`src/rtl/note_sequencer.sv`:
```
// Song playback controller and live-key arbiter; the only driver of the
// buzzer decoder's note code. Timing is built from a prescaled duration tick.
module note_sequencer #(
  parameter int unsigned TICK_DIV  = 500000,
  parameter int unsigned GAP_TICKS = 2
) (
  input  logic        iClk,
  input  logic        iReset,
  input  logic [7:0]  iKeyNote,
  input  logic        iPlay,
  input  logic        iStop,
  output logic [7:0]  oSongAddr,
  input  logic [15:0] iSongData,
  output logic [7:0]  oFreqType,
  output logic        oBusy,
  output logic        oDone
);

  localparam int unsigned PRESC_W = $clog2(TICK_DIV);
  localparam int unsigned CODE_W  = 8;
  localparam logic [PRESC_W-1:0] PRESC_LAST = PRESC_W'(TICK_DIV - 1);
  localparam logic [CODE_W-1:0]  GAP_LAST   = CODE_W'(GAP_TICKS);
  localparam logic [CODE_W-1:0]  SILENCE    = 8'd100;
  localparam logic [CODE_W-1:0]  NOTE_MIN   = 8'd1;
  localparam logic [CODE_W-1:0]  NOTE_MAX   = 8'd59;

  typedef enum logic [2:0] {
    S_IDLE,
    S_FETCH,
    S_LOAD,
    S_PLAY,
    S_GAP,
    S_DONE
  } state_e;

  state_e              state_q, state_d;
  logic [PRESC_W-1:0]  presc_q, presc_d;
  logic [CODE_W-1:0]   tcnt_q, tcnt_d;
  logic [CODE_W-1:0]   dur_q, dur_d;
  logic [CODE_W-1:0]   note_q, note_d;
  logic [CODE_W-1:0]   addr_q, addr_d;
  logic [CODE_W-1:0]   freq_q, freq_d;
  logic                busy_q, busy_d;
  logic                done_q, done_d;

  logic                key_valid;
  logic                tick;
  logic [CODE_W-1:0]   tcnt_inc;
  logic [CODE_W-1:0]   song_note;

  // Decode helpers shared by the FSM and the output mux
  always_comb begin
    key_valid = (iKeyNote >= NOTE_MIN) && (iKeyNote <= NOTE_MAX);
    song_note = ((note_q >= NOTE_MIN) && (note_q <= NOTE_MAX)) ? note_q : SILENCE;
    tick      = (presc_q == PRESC_LAST);
    tcnt_inc  = tcnt_q + 8'd1;
  end

  // Next-state, counters and registered-output inputs
  always_comb begin
    state_d = state_q;
    presc_d = presc_q;
    tcnt_d  = tcnt_q;
    dur_d   = dur_q;
    note_d  = note_q;
    addr_d  = addr_q;

    case (state_q)
      S_IDLE: begin
        if (iPlay && !iStop) state_d = S_FETCH;
      end
      S_FETCH: state_d = S_LOAD;
      S_LOAD: begin
        if (iSongData[7:0] == 8'd0) begin
          state_d = S_DONE;
        end else begin
          note_d  = iSongData[15:8];
          dur_d   = iSongData[7:0];
          presc_d = '0;
          tcnt_d  = '0;
          state_d = S_PLAY;
        end
      end
      S_PLAY: begin
        // A held key freezes the note timer so playback resumes cycle-exact
        if (!key_valid) begin
          if (tick) begin
            presc_d = '0;
            if (tcnt_inc == dur_q) begin
              tcnt_d  = '0;
              state_d = S_GAP;
            end else begin
              tcnt_d = tcnt_inc;
            end
          end else begin
            presc_d = presc_q + PRESC_W'(1);
          end
        end
      end
      S_GAP: begin
        if (!key_valid) begin
          if (tick) begin
            presc_d = '0;
            if (tcnt_inc == GAP_LAST) begin
              tcnt_d = '0;
              if (addr_q == 8'hFF) begin
                state_d = S_DONE;
              end else begin
                addr_d  = addr_q + 8'd1;
                state_d = S_FETCH;
              end
            end else begin
              tcnt_d = tcnt_inc;
            end
          end else begin
            presc_d = presc_q + PRESC_W'(1);
          end
        end
      end
      S_DONE:  state_d = S_IDLE;
      default: state_d = S_IDLE;
    endcase

    if (iStop && (state_q != S_IDLE)) state_d = S_IDLE;
    if (state_d == S_IDLE) addr_d = 8'd0;

    busy_d = state_d inside {S_FETCH, S_LOAD, S_PLAY, S_GAP};
    done_d = (state_d == S_DONE);
    freq_d = key_valid ? iKeyNote : ((state_q == S_PLAY) ? song_note : SILENCE);
  end

  always_ff @(posedge iClk or posedge iReset) begin
    if (iReset) begin
      state_q <= S_IDLE;
      presc_q <= '0;
      tcnt_q  <= '0;
      dur_q   <= '0;
      note_q  <= '0;
      addr_q  <= '0;
      freq_q  <= SILENCE;
      busy_q  <= 1'b0;
      done_q  <= 1'b0;
    end else begin
      state_q <= state_d;
      presc_q <= presc_d;
      tcnt_q  <= tcnt_d;
      dur_q   <= dur_d;
      note_q  <= note_d;
      addr_q  <= addr_d;
      freq_q  <= freq_d;
      busy_q  <= busy_d;
      done_q  <= done_d;
    end
  end

  assign oSongAddr = addr_q;
  assign oFreqType = freq_q;
  assign oBusy     = busy_q;
  assign oDone     = done_q;

endmodule
```
`config.mk`:
```
export PLATFORM = sky130hd
export DESIGN_NAME = note_sequencer
export DESIGN_NICKNAME = d
export VERILOG_FILES = /design/src/rtl/note_sequencer.sv
export SDC_FILE = /design/constraint.sdc
export NUM_CORES = 1
export LEC_CHECK = 0
export CAP_MARGIN = 10
export CORE_MARGIN = 8
export CORE_UTILIZATION = 50
export DETAILED_ROUTE_END_ITERATION = 16
export HOLD_SLACK_MARGIN = 0.02
export PLACE_DENSITY = 0.82
export SYNTH_ARGS = -nofsm -noshare
export SYNTH_HDL_FRONTEND = slang
export SYNTH_SLANG_ARGS = --single-unit
```
`constraint.sdc`:
```
create_clock -name iClk -period 2.5 [get_ports iClk]
set_input_delay 0.5 -clock iClk [delete_from_list [all_inputs] [get_ports iClk]]
set_output_delay 0.5 -clock iClk [all_outputs]
set_load 0.005 [all_outputs]
```
== Word level (Yosys, flattened, before mapping) ==
Index checks and enable logic that the tools add are counted.
Storage, ports and cells
  register bits: 64
  bits of input ports: 28
  output and inout port bits: 18
  logic and storage cells: 90
Operators by class
  add/sub/neg operators: 3
  $lt $le $gt $ge: 4
  equal/unequal tests: 21
  multiplexer cells: 32
  bitwise operators: 1
  reductions and logical operators: 20
Operators by type and width (count)
  2-to-1 mux 8 bit: 16
  2-to-1 mux 19 bit: 3
  one-hot mux 19 bit (2 select lines): 1
  2-to-1 mux 3 bit: 10
  one-hot mux 8 bit (3 select lines): 1
  adder 19 x 1 -> 19 bit (second input constant): 1
  equality test 19 bit (second input constant): 1
  adder 8 x 1 -> 8 bit (second input constant): 2
  greater-or-equal comparator 8 x 1 -> 1 bit (second input constant): 2
  less-or-equal comparator 8 x 6 -> 1 bit (second input constant): 2
  one-hot mux 3 bit (5 select lines): 1
  equality test 3 x 2 -> 1 bit (second input constant): 4
  inequality test 2 bit (second input constant): 6
  equality test 3 bit (second input constant): 3
  equality test 8 x 2 -> 1 bit (second input constant): 1
  equality test 8 bit: 1
  equality test 8 bit (second input constant): 1
  logical NOT 8 bit: 1
  nonzero test 2 bit: 4
  equality test 3 x 1 -> 1 bit (second input constant): 2
  logical NOT 3 bit: 2
  AND reduction 6 bit: 1
  nonzero test 3 bit: 2
  AND reduction 5 bit: 1
  8 further kinds: 12

== Logic depth before layout (Yosys ltp) ==
  depth in word-level cells: 10
  mapped depth: 9
  depth with buffers taken out: 9

== Worst setup path after synthesis ==
Ideal clock, no wire load.
  path type: in2reg
  from: in iKeyNote[5]
  to: reg addr_q[7] (netlist: oSongAddr[7])
  setup time: 0.126 ns
  arrival: 2.738 ns
  data required time: 2.374 ns
  slack: -0.364 ns
  stages: 8
  buffers on the path: 1
  path through: or4_4 > o211a_4 > or4_4 > buf_6 > nor4_4 > nand4_1 > xor2_1 > nor2_2
On the way
  word-level cells in the longest chain between the ends: 8
  elaborated cells between the ends (all ways): 15
  classes of those cells: 2 x order compare; 2 x eq/ne; 5 x mux; 6 x reduce/logical
RTL lines
  start, declared: line 9  | input logic [7:0] iKeyNote,
  greater-or-equal comparator 8 x 1 -> 1 bit or less-or-equal comparator 8 x 6 -> 1 bit (tied branches): line 53  | key_valid = (iKeyNote >= NOTE_MIN) && (iKeyNote <= NOTE_MAX);
  logical AND 1 bit (*): line 53
  2-to-1 mux 3 bit, on equally long branches: line 101, 86
  one-hot mux 3 bit (5 select lines): line 68  | case (state_q)
  2-to-1 mux 3 bit: line 124  | if (iStop && (state_q != S_IDLE)) state_d = S_IDLE;
  logical NOT 3 bit: line 125  | if (state_d == S_IDLE) addr_d = 8'd0;
  inequality test 2 x 1 -> 1 bit (no source line) or nonzero test 2 bit (tied branches)
  AND reduction 5 bit (no source line)
  end signal, assigned: line 149  | addr_q <= addr_d;
  end, declared: line 41  | logic [CODE_W-1:0] addr_q, addr_d;
Mark *: on every way between the ends. The rest lies on a longest branch, timed or not.
A chain may end at the register's enable or synchronous reset.

== Worst setup path in the final report ==
  from: reg presc_q[17]
  to: reg addr_q[4] (netlist: oSongAddr[4])
On the way
  word-level cells in the longest chain between the ends: 8
  elaborated cells between the ends (all ways): 15
  classes of those cells: 3 x eq/ne; 7 x mux; 5 x reduce/logical
RTL lines
  start, declared: line 37  | logic [PRESC_W-1:0] presc_q, presc_d;
  start signal, assigned: line 145  | presc_q <= presc_d;
  equality test 19 bit (*): line 55  | tick = (presc_q == PRESC_LAST);
  2-to-1 mux 3 bit, on equally long branches: line 102, 87
  2-to-1 mux 3 bit, on equally long branches: line 101, 86
  one-hot mux 3 bit (5 select lines): line 68
  2-to-1 mux 3 bit: line 124
  logical NOT 3 bit: line 125
  inequality test 2 x 1 -> 1 bit (no source line) or nonzero test 2 bit (tied branches)
  AND reduction 5 bit (no source line)
Marked as above.

==> PnR_summary.wiki <==
{| class="wikitable"
! Metric !! Value
|-
| Yosys Warn Count || 0
|-
| TritonCTS clock tree || built
|-
| HPWL after detailed placement || around 6.4 mm
|-
| Die X || ~100 um
|-
| Post-placement worst setup slack || -0.730 ns
|-
| DR iter-0 viols || between 150 and 200
|-
| Post-route worst hold slack || 0.515 ns
|-
| H-tree depth reported by CTS || 3
|-
| Seq cells post-synth || 64
|-
| Total core area || slightly below 7000 um^2
|-
| Num CTS Buffers || 9
|-
| Final number of max-transition violations || 0
|-
| Count of input and output buffers || 45
|-
| Critical path launch point type || flip-flop
|-
| Status || complete, but fails checks
|-
| Clock transition at the register clock pins on the worst setup and hold paths after CTS || 0.07 ns
|-
| Category of the worst setup path capture point || flip-flop
|-
| Class of the tightest hold or removal check || reg2reg
|-
| Number of synthesized flops with an enable pin || 0
|-
| Pin slew with the least headroom to its limit || 0.519 ns
|-
| Setup Crit Path Kind || reg2reg
|-
| DR vias || ~3,200
|-
| Count of clock tree sinks || 64
|-
| Crit-path max FO || 8
|-
| Skew final || 0.00796 ns
|-
| Sequential-to-total area share from yosys stat || 0.451
|-
| Fin worst setup slack || -0.0222 ns
|-
| Routed via count divided by cell count || approximately 5.6
|-
| Number of setup violations in the final report || 2
|-
| Leakage Power || 2.01 nW
|-
| Leading post-synthesis cells by cell area || sky130_fd_sc_hd__dfrtp_1 (43%), sky130_fd_sc_hd__mux2_2 (4.7%), sky130_fd_sc_hd__nor2_1 (4.3%), sky130_fd_sc_hd__nand2_1 (3.9%), sky130_fd_sc_hd__xnor2_1 (3.4%)
|-
| Post-synthesis to final-layout area growth || 33.1%
|-
| Setup_tns || -0.0292 ns
|-
| Cell Area, Synth || around 3600 um^2
|-
| First-pass GRT wire length || between 10 and 15 mm
|-
| Routed wire length per instance || roughly 15 um
|-
| DRT Wirelength || around 8.8 mm
|-
| Number of inserted filler cells in the final layout || around 540
|-
| Setup repair after global routing missed its margin || yes
|-
| Commonest register cell after synthesis || sky130_fd_sc_hd__dfrtp_1
|-
| Die Y || 100 um
|-
| Post-synthesis area per instance || 9.33 um^2
|-
| CTS max path bufs || 2
|-
| Mapped Nets || just over 400
|-
| Worst skew pair latency || 0.34 ns
|-
| Total design power || 3.43 mW
|-
| Worst Path Arrival || around 2.8 ns
|-
| Sequential cell area || 1610 um^2
|-
| Violations in the final reports || negative setup slack
|-
| Initial DRT Pass Iterations || 5
|-
| Hold_buf cts || 0
|-
| Final Wtd Congestion || between 0.9 and 1
|-
| Number of global-route vias before repair || between 3,000 and 4,000
|-
| Number of primary I/O pins || between 40 and 50
|-
| Initial antenna violation count || 0
|-
| Power per unit of standard cell area || ~720 nW/um^2
|-
| Total area of multi-input combinational cells || between 1500 and 2000 um^2
|-
| Slew Limit Headroom || 0.654
|-
| Std-Cell Rows || 30
|-
| Final min period || 2.52 ns
|-
| GRT Resource Usage Total || 0.180
|-
| Number of distinct library cell variants in the gate-level netlist after synthesis || between 50 and 60
|-
| Die Area || slightly above 10,000 um^2
|-
| Fin nets || between 500 and 600
|-
| Max Cap Violations || 0
|-
| Largest net degree at the start of global routing || 65
|-
| Fraction of final layout cells with drive strength greater than 1 || 0.236
|-
| Worst IR drop on VDD || ~420 uV
|-
| Share of flip-flops with an asynchronous set or reset after synthesis || 1.00
|-
| Initial core utilization || 0.521
|-
| Clk Tree Root Cell || sky130_fd_sc_hd__clkbuf_8
|-
| Data required, critical path || approximately 2.7 ns
|-
| Syn Inst Count || ~380
|-
| Fin. Hold Viols || 0
|-
| Post-route fraction of the period consumed by the critical path || 1.01
|-
| Achievable frequency || 396 MHz
|-
| Top cell type by total area after synthesis || sky130_fd_sc_hd__dfrtp_1
|-
| Post-route antenna net violation count || 0
|-
| Number of diodes added for antenna fixing || 0
|-
| Number of DRC violations after detailed routing || 0
|-
| Total global routing overflow || 0
|-
| Fraction of post-synthesis cell area in the top cell type by area || 0.429
|}
metrics by stage:
stage / cells / instance area, um^2 / utilization
after floorplan: 382 / 3570 / -
after global routing: 574 / 4740 / 0.694
after detailed placement: 551 / 4430 / 0.648
final: 574 / 4740 / 0.694
after global placement: 551 / 4430 / 0.648
after CTS: 569 / 4680 / 0.686
power breakdown:
group,switching (mW),internal (mW)
combinational,0.536,0.557
clock,0.373,0.588
sequential,0.152,1.22
sequential cells by signal (all words and copies together), names as in the netlist:
register   count
oDone          1
oFreqType      8
state_q        3
presc_q       19
oSongAddr      8
tcnt_q         8
oBusy          1
note_q         8
dur_q          8
Yosys cell counts, drive strengths merged (2+ instances only):
library cell   n
dfrtp         61
nor2          45
nand2         37
o21ai         23
nand3         17
a21oi         15
mux2          15
clkbuf        14
xnor2         14
nor3          11
inv            9
xor2           9
nand2b         7
nand4          7
nor4           7
a21o           5
a22o           5
a31oi          5
and3           5
nor2b          5
o211ai         5
and2           4
buf            4
ha             4
o31ai          4
or2            4
a32o           3
dfstp          3
nor3b          3
or3            3
or4            3
a211o          2
a211oi         2
a311oi         2
and4           2
mux2i          2
o41ai          2
worst max-delay path, cell delays in order (launching register included):
cell                      delay, ns
sky130_fd_sc_hd__dfrtp_1       0.38
sky130_fd_sc_hd__nand2_2       0.08
sky130_fd_sc_hd__or4_4         0.51
sky130_fd_sc_hd__or4_4         0.60
sky130_fd_sc_hd__buf_6         0.15
sky130_fd_sc_hd__nor4_4        0.16
sky130_fd_sc_hd__buf_6         0.18
sky130_fd_sc_hd__nand4_1       0.10
sky130_fd_sc_hd__xor2_1        0.20
sky130_fd_sc_hd__nor2_2        0.05
per-layer routing:
| layer | GRT usage | vias to the layer above | share of wire | routed length [um] |
|---|---|---|---|---|
| li1 | - | 1558 | - | - |
| met1 | 0.219 | 1567 | 0.43 | 3810 |
| met2 | 0.294 | 85 | 0.50 | 4370 |
| met3 | 0.0457 | 14 | 0.049 | 433 |
| met4 | 0.0744 | 0 | 0.018 | 157 |
| met5 | 0 | - | 0 | 0 |
final timing paths:
kind                                  start      endpoint  slack, ns  depth (start not counted)
worst max-delay path            presc_q[17]  oSongAddr[4]      -0.02                          9
worst min-delay path              note_q[6]     note_q[6]       0.52                          1
worst max register to register  presc_q[17]  oSongAddr[4]      -0.02                          9
worst min register to register    note_q[6]     note_q[6]       0.52                          1
max in group asynchronous            iReset  oFreqType[6]       1.61                          3
min in group asynchronous            iReset         oBusy       0.55                          3
area by class of cell:
cell class	count	area share
sequential	64	0.339
clock inverter	3	0.0137
multi-input combinational	291	0.402
clock buffer	13	0.0314
timing repair buffer	98	0.182
tap	96	0.0253
inverter	9	0.00712
kinds of logic (layout without fill, tap and decap cells):
logic type | Yosys count | after routing | synth area share
adders and majority gates | 4 | 4 | 0.0141
DFF | 64 | 64 | 0.451
muxes | 17 | 17 | 0.0530
buffers and inverters | 27 | 123 | 0.0306
other | 1 | 1 | 0.00105
AOI/OAI and AO/OA | 81 | 81 | 0.156
and+or+nand+nor | 165 | 165 | 0.238
xor gates and xnor gates | 23 | 23 | 0.0566
repair_timing:
action	4_1_cts	5_1_grt
pin swaps	6	4
setup endpoints to repair	22	15
resized for setup	26	7
setup buffers	2	5
placed cells by master (no fill, tap or decap), types with 3 or more instances in the layout:
cell,count
sky130_fd_sc_hd__o31ai_1,4
sky130_fd_sc_hd__xor2_1,9
sky130_fd_sc_hd__clkbuf_1,3
sky130_fd_sc_hd__nor4_1,6
sky130_fd_sc_hd__buf_6,4
sky130_fd_sc_hd__nand3_1,17
sky130_fd_sc_hd__nand4_1,7
sky130_fd_sc_hd__clkdlybuf4s50_1,39
sky130_fd_sc_hd__and3_1,5
sky130_fd_sc_hd__or4_4,3
sky130_fd_sc_hd__nand2_1,36
sky130_fd_sc_hd__nor3b_1,3
sky130_fd_sc_hd__o21ai_0,22
sky130_fd_sc_hd__ha_1,4
sky130_fd_sc_hd__a21o_1,4
sky130_fd_sc_hd__dfrtp_1,59
sky130_fd_sc_hd__buf_4,49
sky130_fd_sc_hd__mux2_2,15
sky130_fd_sc_hd__nor2b_1,5
sky130_fd_sc_hd__a21oi_1,14
sky130_fd_sc_hd__nor3_1,9
sky130_fd_sc_hd__nand2b_1,7
sky130_fd_sc_hd__xnor2_1,14
sky130_fd_sc_hd__nor2_1,41
sky130_fd_sc_hd__clkbuf_8,10
sky130_fd_sc_hd__dfstp_2,3
sky130_fd_sc_hd__inv_1,8
sky130_fd_sc_hd__nor2_2,4
sky130_fd_sc_hd__a32o_1,3
sky130_fd_sc_hd__and2_1,4
sky130_fd_sc_hd__a31oi_1,5
sky130_fd_sc_hd__a22o_1,5
sky130_fd_sc_hd__o211ai_1,5
No activity file was read; power rests on OpenSTA's default activity.
